`src/rtl/mtr_pkg.sv`:
```
// Shared definitions for the motor ramp driver.
// The package holds the duty width, the mid-scale (zero-torque) duty, the last
// counter value of a PWM period, the non-overlap channel state type and two
// helpers: speed-to-duty conversion and the per-period slew step.
package mtr_pkg;

  localparam int               PWM_W      = 11;
  localparam logic [PWM_W-1:0] DUTY_MID   = 11'h400;
  localparam logic [PWM_W-1:0] PERIOD_MAX = 11'h7FF;

  typedef enum logic [1:0] {
    LO_WAIT,
    LO,
    HI_WAIT,
    HI
  } nonovl_state_t;

  // Signed speed to offset-binary duty: adding mid-scale modulo 2^11 maps
  // -1024 -> 0, 0 -> 1024, 1023 -> 2047.
  function automatic logic [PWM_W-1:0] spd_to_duty(input logic [PWM_W-1:0] spd);
    return spd + DUTY_MID;
  endfunction

  // Move cur toward tgt by at most step. Comparisons are done one bit wider
  // so that neither cur+step nor tgt+step can wrap; the final 11-bit add or
  // subtract is only taken when it is known to stay in range.
  function automatic logic [PWM_W-1:0] slew_step(
    input logic [PWM_W-1:0] cur,
    input logic [PWM_W-1:0] tgt,
    input logic [PWM_W-1:0] step
  );
    logic [PWM_W:0] cur_w;
    logic [PWM_W:0] tgt_w;
    logic [PWM_W:0] step_w;
    cur_w  = {1'b0, cur};
    tgt_w  = {1'b0, tgt};
    step_w = {1'b0, step};
    if (tgt_w > cur_w) begin
      if (cur_w + step_w >= tgt_w) return tgt;
      else                         return cur + step;
    end else if (tgt_w < cur_w) begin
      if (tgt_w + step_w >= cur_w) return tgt;
      else                         return cur - step;
    end
    return cur;
  endfunction

endpackage

```
`src/rtl/pwm_nonovl_ch.sv`:
```
// One complementary PWM channel with non-overlap deadtime.
// The raw level (cnt < duty) drives a four-state FSM; every raw-level change
// passes through a wait state where both outputs are low for NONOVERLAP clks
// before the new side is driven. Raw pulses shorter than the deadtime never
// reach either output. en low forces the channel back to LO_WAIT (coast).
// Ports:
//   clk, rst_n  clock, asynchronous active-low reset
//   en_i        drive enable; low = both outputs low next clk
//   cnt_i       period counter
//   duty_i      applied duty
//   pwm1_o      high-side drive (registered, state == HI)
//   pwm2_o      low-side drive  (registered, state == LO)
module pwm_nonovl_ch
  import mtr_pkg::*;
#(
  parameter int NONOVERLAP = 32
) (
  input  logic             clk,
  input  logic             rst_n,
  input  logic             en_i,
  input  logic [PWM_W-1:0] cnt_i,
  input  logic [PWM_W-1:0] duty_i,
  output logic             pwm1_o,
  output logic             pwm2_o
);

  localparam logic [7:0] DT_LAST = 8'(NONOVERLAP - 1);

  nonovl_state_t state_q, state_d;
  logic [7:0]    dt_cnt_q, dt_cnt_d;
  logic          pwm1_q, pwm2_q;
  logic          raw;

  assign raw = (cnt_i < duty_i);

  always_comb begin
    state_d  = state_q;
    dt_cnt_d = dt_cnt_q;
    if (!en_i) begin
      state_d  = LO_WAIT;
      dt_cnt_d = '0;
    end else begin
      case (state_q)
        LO_WAIT: begin
          if (raw) begin
            state_d  = HI_WAIT;
            dt_cnt_d = '0;
          end else if (dt_cnt_q == DT_LAST) begin
            state_d = LO;
          end else begin
            dt_cnt_d = dt_cnt_q + 8'd1;
          end
        end
        LO: begin
          if (raw) begin
            state_d  = HI_WAIT;
            dt_cnt_d = '0;
          end
        end
        HI_WAIT: begin
          if (!raw) begin
            state_d  = LO_WAIT;
            dt_cnt_d = '0;
          end else if (dt_cnt_q == DT_LAST) begin
            state_d = HI;
          end else begin
            dt_cnt_d = dt_cnt_q + 8'd1;
          end
        end
        HI: begin
          if (!raw) begin
            state_d  = LO_WAIT;
            dt_cnt_d = '0;
          end
        end
        default: begin
          state_d  = LO_WAIT;
          dt_cnt_d = '0;
        end
      endcase
    end
  end

  // Outputs are decoded from the next state so they change on the same edge
  // as the state register and never glitch.
  always_ff @(posedge clk or negedge rst_n) begin
    if (!rst_n) begin
      state_q  <= LO_WAIT;
      dt_cnt_q <= '0;
      pwm1_q   <= 1'b0;
      pwm2_q   <= 1'b0;
    end else begin
      state_q  <= state_d;
      dt_cnt_q <= dt_cnt_d;
      pwm1_q   <= (state_d == HI);
      pwm2_q   <= (state_d == LO);
    end
  end

  assign pwm1_o = pwm1_q;
  assign pwm2_o = pwm2_q;

endmodule

```
`src/rtl/mtr_ramp_drv.sv`:
```
// Motor ramp driver: turns the heading controller's signed left/right speeds
// into slew-limited offset-binary duties and complementary H-bridge PWM.
// A free-running 11-bit counter defines a 2048-clk PWM period. On the last
// count of each period both duties step toward their targets by at most
// MAX_STEP; the new duties apply from count 0, flagged by duty_upd.
// duty_upd is a one-cycle strobe with no back-pressure: a consumer that wants
// the new duties must sample lft_duty/rght_duty in the cycle it is high.
// en low coasts: next clk all drives low, duties back to mid-scale, limiter
// frozen; en low takes priority over a period-boundary update.
// Ports:
//   clk, rst_n          clock, asynchronous active-low reset
//   en                  drive enable (low = coast)
//   lft_spd, rght_spd   signed speeds, -1024..1023
//   lftPWM1/lftPWM2     left high-/low-side drive
//   rghtPWM1/rghtPWM2   right high-/low-side drive
//   lft_duty, rght_duty currently applied duties
//   duty_upd            strobe while count == 0 after an update
module mtr_ramp_drv
  import mtr_pkg::*;
#(
  parameter int NONOVERLAP = 32,
  parameter int MAX_STEP   = 32
) (
  input  logic                    clk,
  input  logic                    rst_n,
  input  logic                    en,
  input  logic signed [PWM_W-1:0] lft_spd,
  input  logic signed [PWM_W-1:0] rght_spd,
  output logic                    lftPWM1,
  output logic                    lftPWM2,
  output logic                    rghtPWM1,
  output logic                    rghtPWM2,
  output logic        [PWM_W-1:0] lft_duty,
  output logic        [PWM_W-1:0] rght_duty,
  output logic                    duty_upd
);

  localparam logic [PWM_W-1:0] STEP = PWM_W'(MAX_STEP);

  logic [PWM_W-1:0] cnt_q;
  logic [PWM_W-1:0] lft_duty_q, lft_duty_d;
  logic [PWM_W-1:0] rght_duty_q, rght_duty_d;
  logic             duty_upd_q, duty_upd_d;
  logic             period_end;

  assign period_end = (cnt_q == PERIOD_MAX);

  always_comb begin
    lft_duty_d  = lft_duty_q;
    rght_duty_d = rght_duty_q;
    duty_upd_d  = 1'b0;
    if (!en) begin
      lft_duty_d  = DUTY_MID;
      rght_duty_d = DUTY_MID;
    end else if (period_end) begin
      lft_duty_d  = slew_step(lft_duty_q,  spd_to_duty(lft_spd),  STEP);
      rght_duty_d = slew_step(rght_duty_q, spd_to_duty(rght_spd), STEP);
      duty_upd_d  = 1'b1;
    end
  end

  // The period counter ignores en so PWM phase stays fixed across coasting.
  always_ff @(posedge clk or negedge rst_n) begin
    if (!rst_n) begin
      cnt_q       <= '0;
      lft_duty_q  <= DUTY_MID;
      rght_duty_q <= DUTY_MID;
      duty_upd_q  <= 1'b0;
    end else begin
      cnt_q       <= cnt_q + 1'b1;
      lft_duty_q  <= lft_duty_d;
      rght_duty_q <= rght_duty_d;
      duty_upd_q  <= duty_upd_d;
    end
  end

  pwm_nonovl_ch #(.NONOVERLAP(NONOVERLAP)) u_lft_ch (
    .clk    (clk),
    .rst_n  (rst_n),
    .en_i   (en),
    .cnt_i  (cnt_q),
    .duty_i (lft_duty_q),
    .pwm1_o (lftPWM1),
    .pwm2_o (lftPWM2)
  );

  pwm_nonovl_ch #(.NONOVERLAP(NONOVERLAP)) u_rght_ch (
    .clk    (clk),
    .rst_n  (rst_n),
    .en_i   (en),
    .cnt_i  (cnt_q),
    .duty_i (rght_duty_q),
    .pwm1_o (rghtPWM1),
    .pwm2_o (rghtPWM2)
  );

  assign lft_duty  = lft_duty_q;
  assign rght_duty = rght_duty_q;
  assign duty_upd  = duty_upd_q;

endmodule

```
`config.mk`:
```
export PLATFORM = sky130hd
export DESIGN_NAME = mtr_ramp_drv
export DESIGN_NICKNAME = d
export VERILOG_FILES = /design/src/rtl/mtr_pkg.sv /design/src/rtl/pwm_nonovl_ch.sv /design/src/rtl/mtr_ramp_drv.sv
export SDC_FILE = /design/constraint.sdc
export NUM_CORES = 1
export LEC_CHECK = 0
export BUFFER_PORTS_ARGS = -buffer_cell sky130_fd_sc_hd__buf_2
export CELL_PAD_IN_SITES_DETAIL_PLACEMENT = 0
export CELL_PAD_IN_SITES_GLOBAL_PLACEMENT = 1
export CORE_ASPECT_RATIO = 1.2
export CORE_MARGIN = 1.5
export CORE_UTILIZATION = 42
export CTS_BUF_LIST = sky130_fd_sc_hd__clkbuf_16
export CTS_CLUSTER_DIAMETER = 40
export DETAILED_ROUTE_END_ITERATION = 8
export PLACE_DENSITY_LB_ADDON = 0.1
export SYNTH_ARGS = -nofsm -noshare
export SYNTH_HDL_FRONTEND = slang
export SYNTH_HIERARCHICAL = 1
export SYNTH_SLANG_ARGS = --single-unit
```
`constraint.sdc`:
```
create_clock -name clk -period 2.81 [get_ports clk]
set_input_delay 0.4215 -clock clk [delete_from_list [all_inputs] [get_ports clk]]
set_output_delay 0.4215 -clock clk [all_outputs]
set_load 0.05 [all_outputs]
```
# Word-level counts from Yosys, hierarchy flattened
# Index checks and enable logic that the tools add are counted.
# op_classes
addsub,13
magnitude_cmp,10
n_eq_ne,20
muxes,54
reduce_logical,6
# ops
cell,count
two-way mux 11 bit,14
two-way mux 8 bit,12
case mux 8 bit (4 select lines),2
adder 11 x 6 -> 12 bit (second input constant),4
>= comparator 12 x 11 -> 1 bit,4
less-than comparator 11 bit,4
two-way mux 2 bit,14
adder 11 bit (second input constant),2
adder 11 x 6 -> 11 bit (second input constant),2
> comparator 11 bit,2
subtractor 11 x 6 -> 11 bit (second input constant),2
adder 8 x 1 -> 8 bit (second input constant),2
equality test 8 x 5 -> 1 bit (second input constant),2
case mux 2 bit (4 select lines),2
equality test 2 bit (second input constant),6
adder 11 x 1 -> 11 bit (second input constant),1
equality test 11 bit (second input constant),1
two-way mux 1 bit,10
equality test 2 x 1 -> 1 bit (second input constant),4
AND reduction 2 bit,4
!= test 2 x 1 -> 1 bit (second input constant),3
!= test 3 x 2 -> 1 bit (second input constant),2
!= test 3 bit (second input constant),2
zero test 2 bit,2
# totals
register_bits,58
out_inout_bits,27
elab_cells,115

# Longest topological paths before layout
# depth
ltp_word,9
depth_mapped,14
ltp_nobuf,12

# Cells and area by module
# Netlist, hierarchy kept.
# by_module_without_submodules
module,instances,cells_per_inst,area_each_um2
mtr_ramp_drv,1,408,3533.4
pwm_nonovl_ch at u_lft_ch,1,96,887.1
pwm_nonovl_ch at u_rght_ch,1,93,868.3

# Least setup slack after synthesis
# Ideal clock, no wire load.
# synth_timing
path_kind,reg2reg
from,"register lft_duty_q[7], in the netlist lft_duty[7]"
to,"register lft_duty_q[6], in the netlist lft_duty[6]"
setup_ns,0.120
t_arrival_ns,3.321
t_required_ns,2.690
slack_ns,-0.631
path_stages_with_launch,13
n_path_buf,2
period_less_slack_ns,3.441
path_cell_list,dfrtp_1 buf_2 inv_1 nor3_1 nand3_1 xnor2_1 ha_1 and3_1 a211o_1 a2111o_1 buf_6 a211o_1 a31o_1
# synth_between
elab_chain_len,7
elab_cells_between_ends,18
# synth_rtl
item,line_no,source
from (decl),mtr_ramp_drv.sv:41,"logic [PWM_W-1:0] lft_duty_q, lft_duty_d;"
from (signal assigned),mtr_ramp_drv.sv:71,lft_duty_q <= lft_duty_d;
"adder 11 x 6 -> 12 bit, or another cell as far along",mtr_pkg.sv:39,if (cur_w + step_w >= tgt_w) return tgt;
">= comparator 12 x 11 -> 1 bit, or another cell as far along",mtr_pkg.sv:39,
"two-way mux 11 bit, or another cell as far along",mtr_pkg.sv:39,
two-way mux 11 bit or two-way mux 1 bit (tied branches),"mtr_pkg.sv:38, mtr_ramp_drv.sv:55",
two-way mux 11 bit or two-way mux 1 bit (tied branches),"mtr_pkg.sv:45, mtr_ramp_drv.sv:52",
two-way mux 11 bit or != test 2 x 1 -> 1 bit (tied branches),n/a,
two-way mux 11 bit or AND reduction 2 bit (tied branches),n/a,
# Parallel ways exist; a longest one is shown, timed or not. The select of a mux whose other input is x is not followed.
# A chain may end at the register's enable or synchronous reset.

# Worst setup path in the final report
# layout_timing
from,"register lft_duty_q[7], in the netlist lft_duty[7]"
to,"register lft_duty_q[8], in the netlist lft_duty[8]"
# layout_between
elab_chain_len,7
elab_cells_between_ends,20
# layout_rtl
item,line_no
"adder 11 x 6 -> 12 bit, or another cell as far along",mtr_pkg.sv:39
">= comparator 12 x 11 -> 1 bit, or another cell as far along",mtr_pkg.sv:39
"two-way mux 11 bit, or another cell as far along",mtr_pkg.sv:39
two-way mux 11 bit or two-way mux 1 bit (tied branches),"mtr_pkg.sv:38, mtr_ramp_drv.sv:55"
two-way mux 11 bit or two-way mux 1 bit (tied branches),"mtr_pkg.sv:45, mtr_ramp_drv.sv:52"
two-way mux 11 bit or != test 2 x 1 -> 1 bit (tied branches),n/a
two-way mux 11 bit or AND reduction 2 bit (tied branches),n/a
# Parallel ways exist; a longest one is shown, timed or not. The select of a mux whose other input is x is not followed.

==> results.rst <==
.. list-table::
   :header-rows: 1

   * - Metric
     - Value
   * - CTS tree
     - done
   * - Post-synthesis net count
     - approximately 700
   * - Result of the run
     - finished, violations left
   * - Setup repair after global routing missed its margin
     - true
   * - Clock buffers created by TritonCTS
     - 9
   * - Vias
     - roughly 5,000
   * - Routed len/inst
     - 16.17 um
   * - Final Net Count
     - about 830
   * - Number of antenna violations at the first check in global routing
     - 0
   * - Static leakage
     - approximately 3.2 nW
   * - Hold_buf cts
     - 0
   * - Number of vias per cell
     - roughly 5.5
   * - Power per Cell Area
     - 350.4 nW/um2
   * - Kind of cell adding the most delay to the critical path
     - compound AO/OA/AOI/OAI gates
   * - Top cells by area, synth
     - sky130_fd_sc_hd__dfrtp_1 (26%), sky130_fd_sc_hd__ha_1 (20%), sky130_fd_sc_hd__inv_1 (5.2%), sky130_fd_sc_hd__xnor2_1 (4.6%), sky130_fd_sc_hd__a21oi_1 (3.6%)
   * - Number of global-route vias before repair
     - 4,900
   * - Kind of start point of the critical path
     - flip-flop
   * - Post-synthesis cell type with the largest combined area
     - sky130_fd_sc_hd__dfrtp_1
   * - Path type of the worst setup path
     - flip-flop to flip-flop
   * - Cell with the largest stage delay on the worst path
     - sky130_fd_sc_hd__dfrtp_2
   * - Remaining antenna violation count
     - 0
   * - Buffer levels on the longest clock path
     - 2
   * - DP HPWL
     - between 10,000 and 15,000 um
   * - Number of buffer and inverter instances along the worst setup path
     - 2
   * - Achievable Freq
     - 354.8 MHz
   * - Antenna fix cells
     - 0
   * - CTS clk-pin slew, worst paths
     - roughly 50 ps
   * - H-tree levels
     - 3
   * - Final setup fails
     - 1
   * - Worst endpoint data arrival time
     - between 3000 and 4000 ps
   * - Cells after synthesis
     - 597
   * - Class of the worst hold path
     - input pin to async pin
   * - Tcrit/Tclk final
     - 100.3%
   * - Rows
     - 44
   * - Mean cell area of the mapped netlist
     - 8.859 um2
   * - DRC
     - 0
   * - Post-place instance area
     - ~6200 um2
   * - Share of async-settable or async-resettable flops after synthesis
     - 100.0%
   * - Worst slew margin
     - a little under half
   * - Die H
     - approximately 130 um
   * - Synthesized flop and latch total
     - between 50 and 60
   * - Violation count after the first detailed-route iteration
     - 212
   * - Clock latency reported for the late side of the worst-skew pair
     - around 330 ps
   * - Fraction of the yosys area taken by sequential cells
     - a little over a quarter
   * - Primary flip-flop cell chosen by synthesis mapping
     - sky130_fd_sc_hd__dfrtp_1
   * - Worst Slack Setup Final
     - -8.711 ps
   * - Final clock skew
     - between 5 and 6 ps
   * - Global-route wire length before repair
     - about 24,000 um
   * - Minimum period implied by the final worst setup slack
     - approximately 2800 ps
   * - Final non-filler cell area
     - around 6700 um2
   * - Area of the core
     - between 10,000 and 15,000 um2
   * - Total power consumption of the routed design
     - 2.344 mW
   * - Longest individual stage delay on the worst path
     - approximately 450 ps
   * - Cells traversed along the worst timing path
     - inv_6, nor3_4, nand3_1, xnor2_1, ha_1, and3_1, a211o_1, a2111o_1, buf_6, o22ai_2, o2111ai_1, a22o_1
   * - Horizontal die dimension
     - around 110 um
   * - Relative area change from synthesis to final layout
     - 26.47%
   * - Maximum fanout along the worst path
     - 6
   * - First-pass iteration count of the detailed router
     - 4
   * - GRT Total Usage
     - around 23%
   * - Utilization after layout
     - approximately 55%
   * - Final hold violations
     - 0
   * - Area of the die
     - around 13,000 um2
   * - Pin count of the biggest net entering global routing
     - 25
   * - Number of placed I/O pins
     - 52
   * - Effective utilization at floorplan
     - a little over two fifths
   * - Buffer type at the clock tree root
     - sky130_fd_sc_hd__clkbuf_16
   * - Endpoint required time on the critical path
     - a little over 3000 ps
   * - Share of post-route cells with drive strength above 1
     - a little over a quarter
   * - Last weighted congestion value of the routability-driven placer
     - around 0.90
   * - Fraction of post-synthesis cell area in the top cell type by area
     - between 20% and 30%
   * - Gr ovfl total
     - 0
   * - Buffers on Ports
     - a little over 50
   * - Violations in the final reports
     - setup timing
   * - Number of max-slew violations in the final report
     - 0
   * - Slew at the pin with the worst max-slew slack
     - around 790 ps
   * - Reported max-cap violation count
     - 0
   * - Total Wirelength
     - about 14,000 um
   * - Yosys cell types
     - 80
   * - Yosys warning count
     - 6
   * - Cell area after synthesis
     - between 5000 and 6000 um2
   * - Post-synth EDFFs
     - 0
   * - Critical path endpoint category
     - flip-flop
   * - Total number of clock tree sinks
     - 58
   * - Peak supply drop
     - around 270 uV
[worst reg2reg max path, stage by stage, from the launching register on]
cell                        delay (ps)
sky130_fd_sc_hd__dfrtp_2           450
sky130_fd_sc_hd__inv_6              50
sky130_fd_sc_hd__nor3_4            200
sky130_fd_sc_hd__nand3_1           120
sky130_fd_sc_hd__xnor2_1           150
sky130_fd_sc_hd__ha_1              310
sky130_fd_sc_hd__and3_1            160
sky130_fd_sc_hd__a211o_1           250
sky130_fd_sc_hd__a2111o_1          420
sky130_fd_sc_hd__buf_6             170
sky130_fd_sc_hd__o22ai_2           110
sky130_fd_sc_hd__o2111ai_1         120
sky130_fd_sc_hd__a22o_1            210
[synthesized netlist by cell type (3+ instances only)]
| cell type | number |
|---|---|
| sky130_fd_sc_hd__a211o_1 | 5 |
| sky130_fd_sc_hd__a211oi_1 | 9 |
| sky130_fd_sc_hd__a21o_1 | 7 |
| sky130_fd_sc_hd__a21oi_1 | 38 |
| sky130_fd_sc_hd__a21oi_2 | 5 |
| sky130_fd_sc_hd__a22o_1 | 15 |
| sky130_fd_sc_hd__and3_1 | 9 |
| sky130_fd_sc_hd__and4_1 | 5 |
| sky130_fd_sc_hd__buf_6 | 3 |
| sky130_fd_sc_hd__clkbuf_1 | 4 |
| sky130_fd_sc_hd__dfrtp_1 | 56 |
| sky130_fd_sc_hd__ha_1 | 83 |
| sky130_fd_sc_hd__inv_1 | 73 |
| sky130_fd_sc_hd__mux2i_1 | 6 |
| sky130_fd_sc_hd__nand2_1 | 43 |
| sky130_fd_sc_hd__nand2b_1 | 7 |
| sky130_fd_sc_hd__nand3_1 | 29 |
| sky130_fd_sc_hd__nand4_1 | 9 |
| sky130_fd_sc_hd__nor2_1 | 25 |
| sky130_fd_sc_hd__nor2b_1 | 5 |
| sky130_fd_sc_hd__nor3_1 | 15 |
| sky130_fd_sc_hd__nor3b_1 | 3 |
| sky130_fd_sc_hd__nor4_1 | 8 |
| sky130_fd_sc_hd__o211ai_1 | 6 |
| sky130_fd_sc_hd__o21a_1 | 4 |
| sky130_fd_sc_hd__o21ai_0 | 14 |
| sky130_fd_sc_hd__o21ai_1 | 6 |
| sky130_fd_sc_hd__o22ai_1 | 5 |
| sky130_fd_sc_hd__or3_1 | 3 |
| sky130_fd_sc_hd__xnor2_1 | 28 |
| sky130_fd_sc_hd__xor2_1 | 9 |
[per-stage QoR]
| step | hold slack, ps | TNS (ps) | instances | worst slack [ps] |
|---|---|---|---|---|
| after CTS | 92.95 | -3.536 | 876 | -3.536 |
| after floorplan | 125.9 | -250.9 | 597 | -87.55 |
| after detailed placement | 443.8 | -1897 | 857 | -181.3 |
| after global placement | 439.3 | -1091 | 857 | -130.0 |
| after global routing | 112.9 | -1618 | 884 | -168.9 |
| final | 81.85 | -8.711 | 884 | -8.711 |
[cell usage in the layout (no fill, tap or decap), types with 3 or more instances in the layout]
cell	Yosys	layout
sky130_fd_sc_hd__a211oi_1	9	8
sky130_fd_sc_hd__o21ai_1	6	6
sky130_fd_sc_hd__a21oi_1	38	34
sky130_fd_sc_hd__nand2_1	43	43
sky130_fd_sc_hd__buf_2	1	52
sky130_fd_sc_hd__nand3_1	29	28
sky130_fd_sc_hd__dfrtp_1	56	46
sky130_fd_sc_hd__nand4_1	9	9
sky130_fd_sc_hd__and4_1	5	5
sky130_fd_sc_hd__a21oi_2	5	8
sky130_fd_sc_hd__a22o_1	15	15
sky130_fd_sc_hd__ha_4	0	3
sky130_fd_sc_hd__inv_1	73	70
sky130_fd_sc_hd__a21o_1	7	7
sky130_fd_sc_hd__nor3_1	15	13
sky130_fd_sc_hd__nor2b_1	5	5
sky130_fd_sc_hd__mux2i_1	6	6
sky130_fd_sc_hd__ha_1	83	80
sky130_fd_sc_hd__nor2_1	25	25
sky130_fd_sc_hd__o211ai_1	6	6
sky130_fd_sc_hd__and3_1	9	9
sky130_fd_sc_hd__xor2_1	9	9
sky130_fd_sc_hd__or3_1	3	3
sky130_fd_sc_hd__buf_6	3	4
sky130_fd_sc_hd__nand2b_1	7	7
sky130_fd_sc_hd__o21ai_0	14	13
sky130_fd_sc_hd__nor4_1	8	8
sky130_fd_sc_hd__nor3b_1	3	3
sky130_fd_sc_hd__a211o_1	5	5
sky130_fd_sc_hd__xnor2_1	28	26
sky130_fd_sc_hd__clkbuf_16	0	9
sky130_fd_sc_hd__inv_2	1	4
sky130_fd_sc_hd__dfrtp_2	0	9
sky130_fd_sc_hd__nor3_4	1	3
sky130_fd_sc_hd__o22ai_1	5	3
sky130_fd_sc_hd__buf_4	0	62
sky130_fd_sc_hd__o21a_1	4	3
[power by group]
part           switching [mW]  internal [mW]  leakage [nW]
registers             0.00399          0.841         0.765
clock network           0.375          0.765         0.152
logic                   0.202          0.158          2.33
[routing by layer]
layer,global-route usage (%),up-vias,routed length (um)
met5,0,-,0
li1,-,2410,-
met1,27.71,2328,6445
met4,9.589,0,420
met2,39.14,99,7043
met3,3.261,33,385
[what timing repair did]
| item | 4_1_cts | 5_1_grt |
|---|---|---|
| buffers inserted | 3 | 7 |
| gates resized for setup | 8 | 22 |
| endpoints found under the setup margin | 10 | 22 |
| pin swaps | 1 | 15 |
| cloned | 0 | 1 |
[state kept, by name (all words and copies together), names as in the netlist]
signal / flops
lft_duty: 11
u_lft_ch/dt_cnt_q: 8
u_rght_ch/pwm1_o: 1
u_rght_ch/dt_cnt_q: 8
u_rght_ch/pwm2_o: 1
u_lft_ch/pwm2_o: 1
u_lft_ch/pwm1_o: 1
duty_upd: 1
u_lft_ch/state_q: 2
rght_duty: 11
u_rght_ch/state_q: 2
cnt_q: 11
[layout make-up]
| type | instances | area [um2] |
|---|---|---|
| sequential | 58 | 1469 |
| timing repair buffer | 118 | 770.7 |
| clock inverter | 7 | 86.33 |
| fill | 1159 | 5478 |
| inverter | 74 | 285.3 |
| multi-input combinational | 457 | 3651 |
| clock buffer | 9 | 225.2 |
| tap | 161 | 201.4 |
[path summary, 6_finish.rpt]
kind	from	end	slack (ps)	depth (start not counted)
hold / removal	rst_n	u_rght_ch/state_q[0]	80	1
hold reg to reg	u_rght_ch/state_q[1]	u_rght_ch/pwm2_o	480	1
setup reg to reg	lft_duty[7]	lft_duty[8]	-9	12
max in group asynchronous	rst_n	lft_duty[5]	1970	2
setup / recovery	lft_duty[7]	lft_duty[8]	-9	12
min in group clk	lft_spd[1]	lft_duty[1]	360	2
[cells by family (layout without fill, tap and decap cells)]
family                     Yosys count  count (layout)  synth area share [%]
DFF                                 58              58                 27.49
muxes                                7               7                 1.561
adders and majority gates           83              83                 19.64
and+or+nand+nor                    185             185                 19.23
AOI/OAI and AO/OA                  145             145                 19.68
buffers and inverters               82             208                 6.269
xor gates and xnor gates            37              37                 6.127
Note: power is estimated with default switching activity, not from simulation.
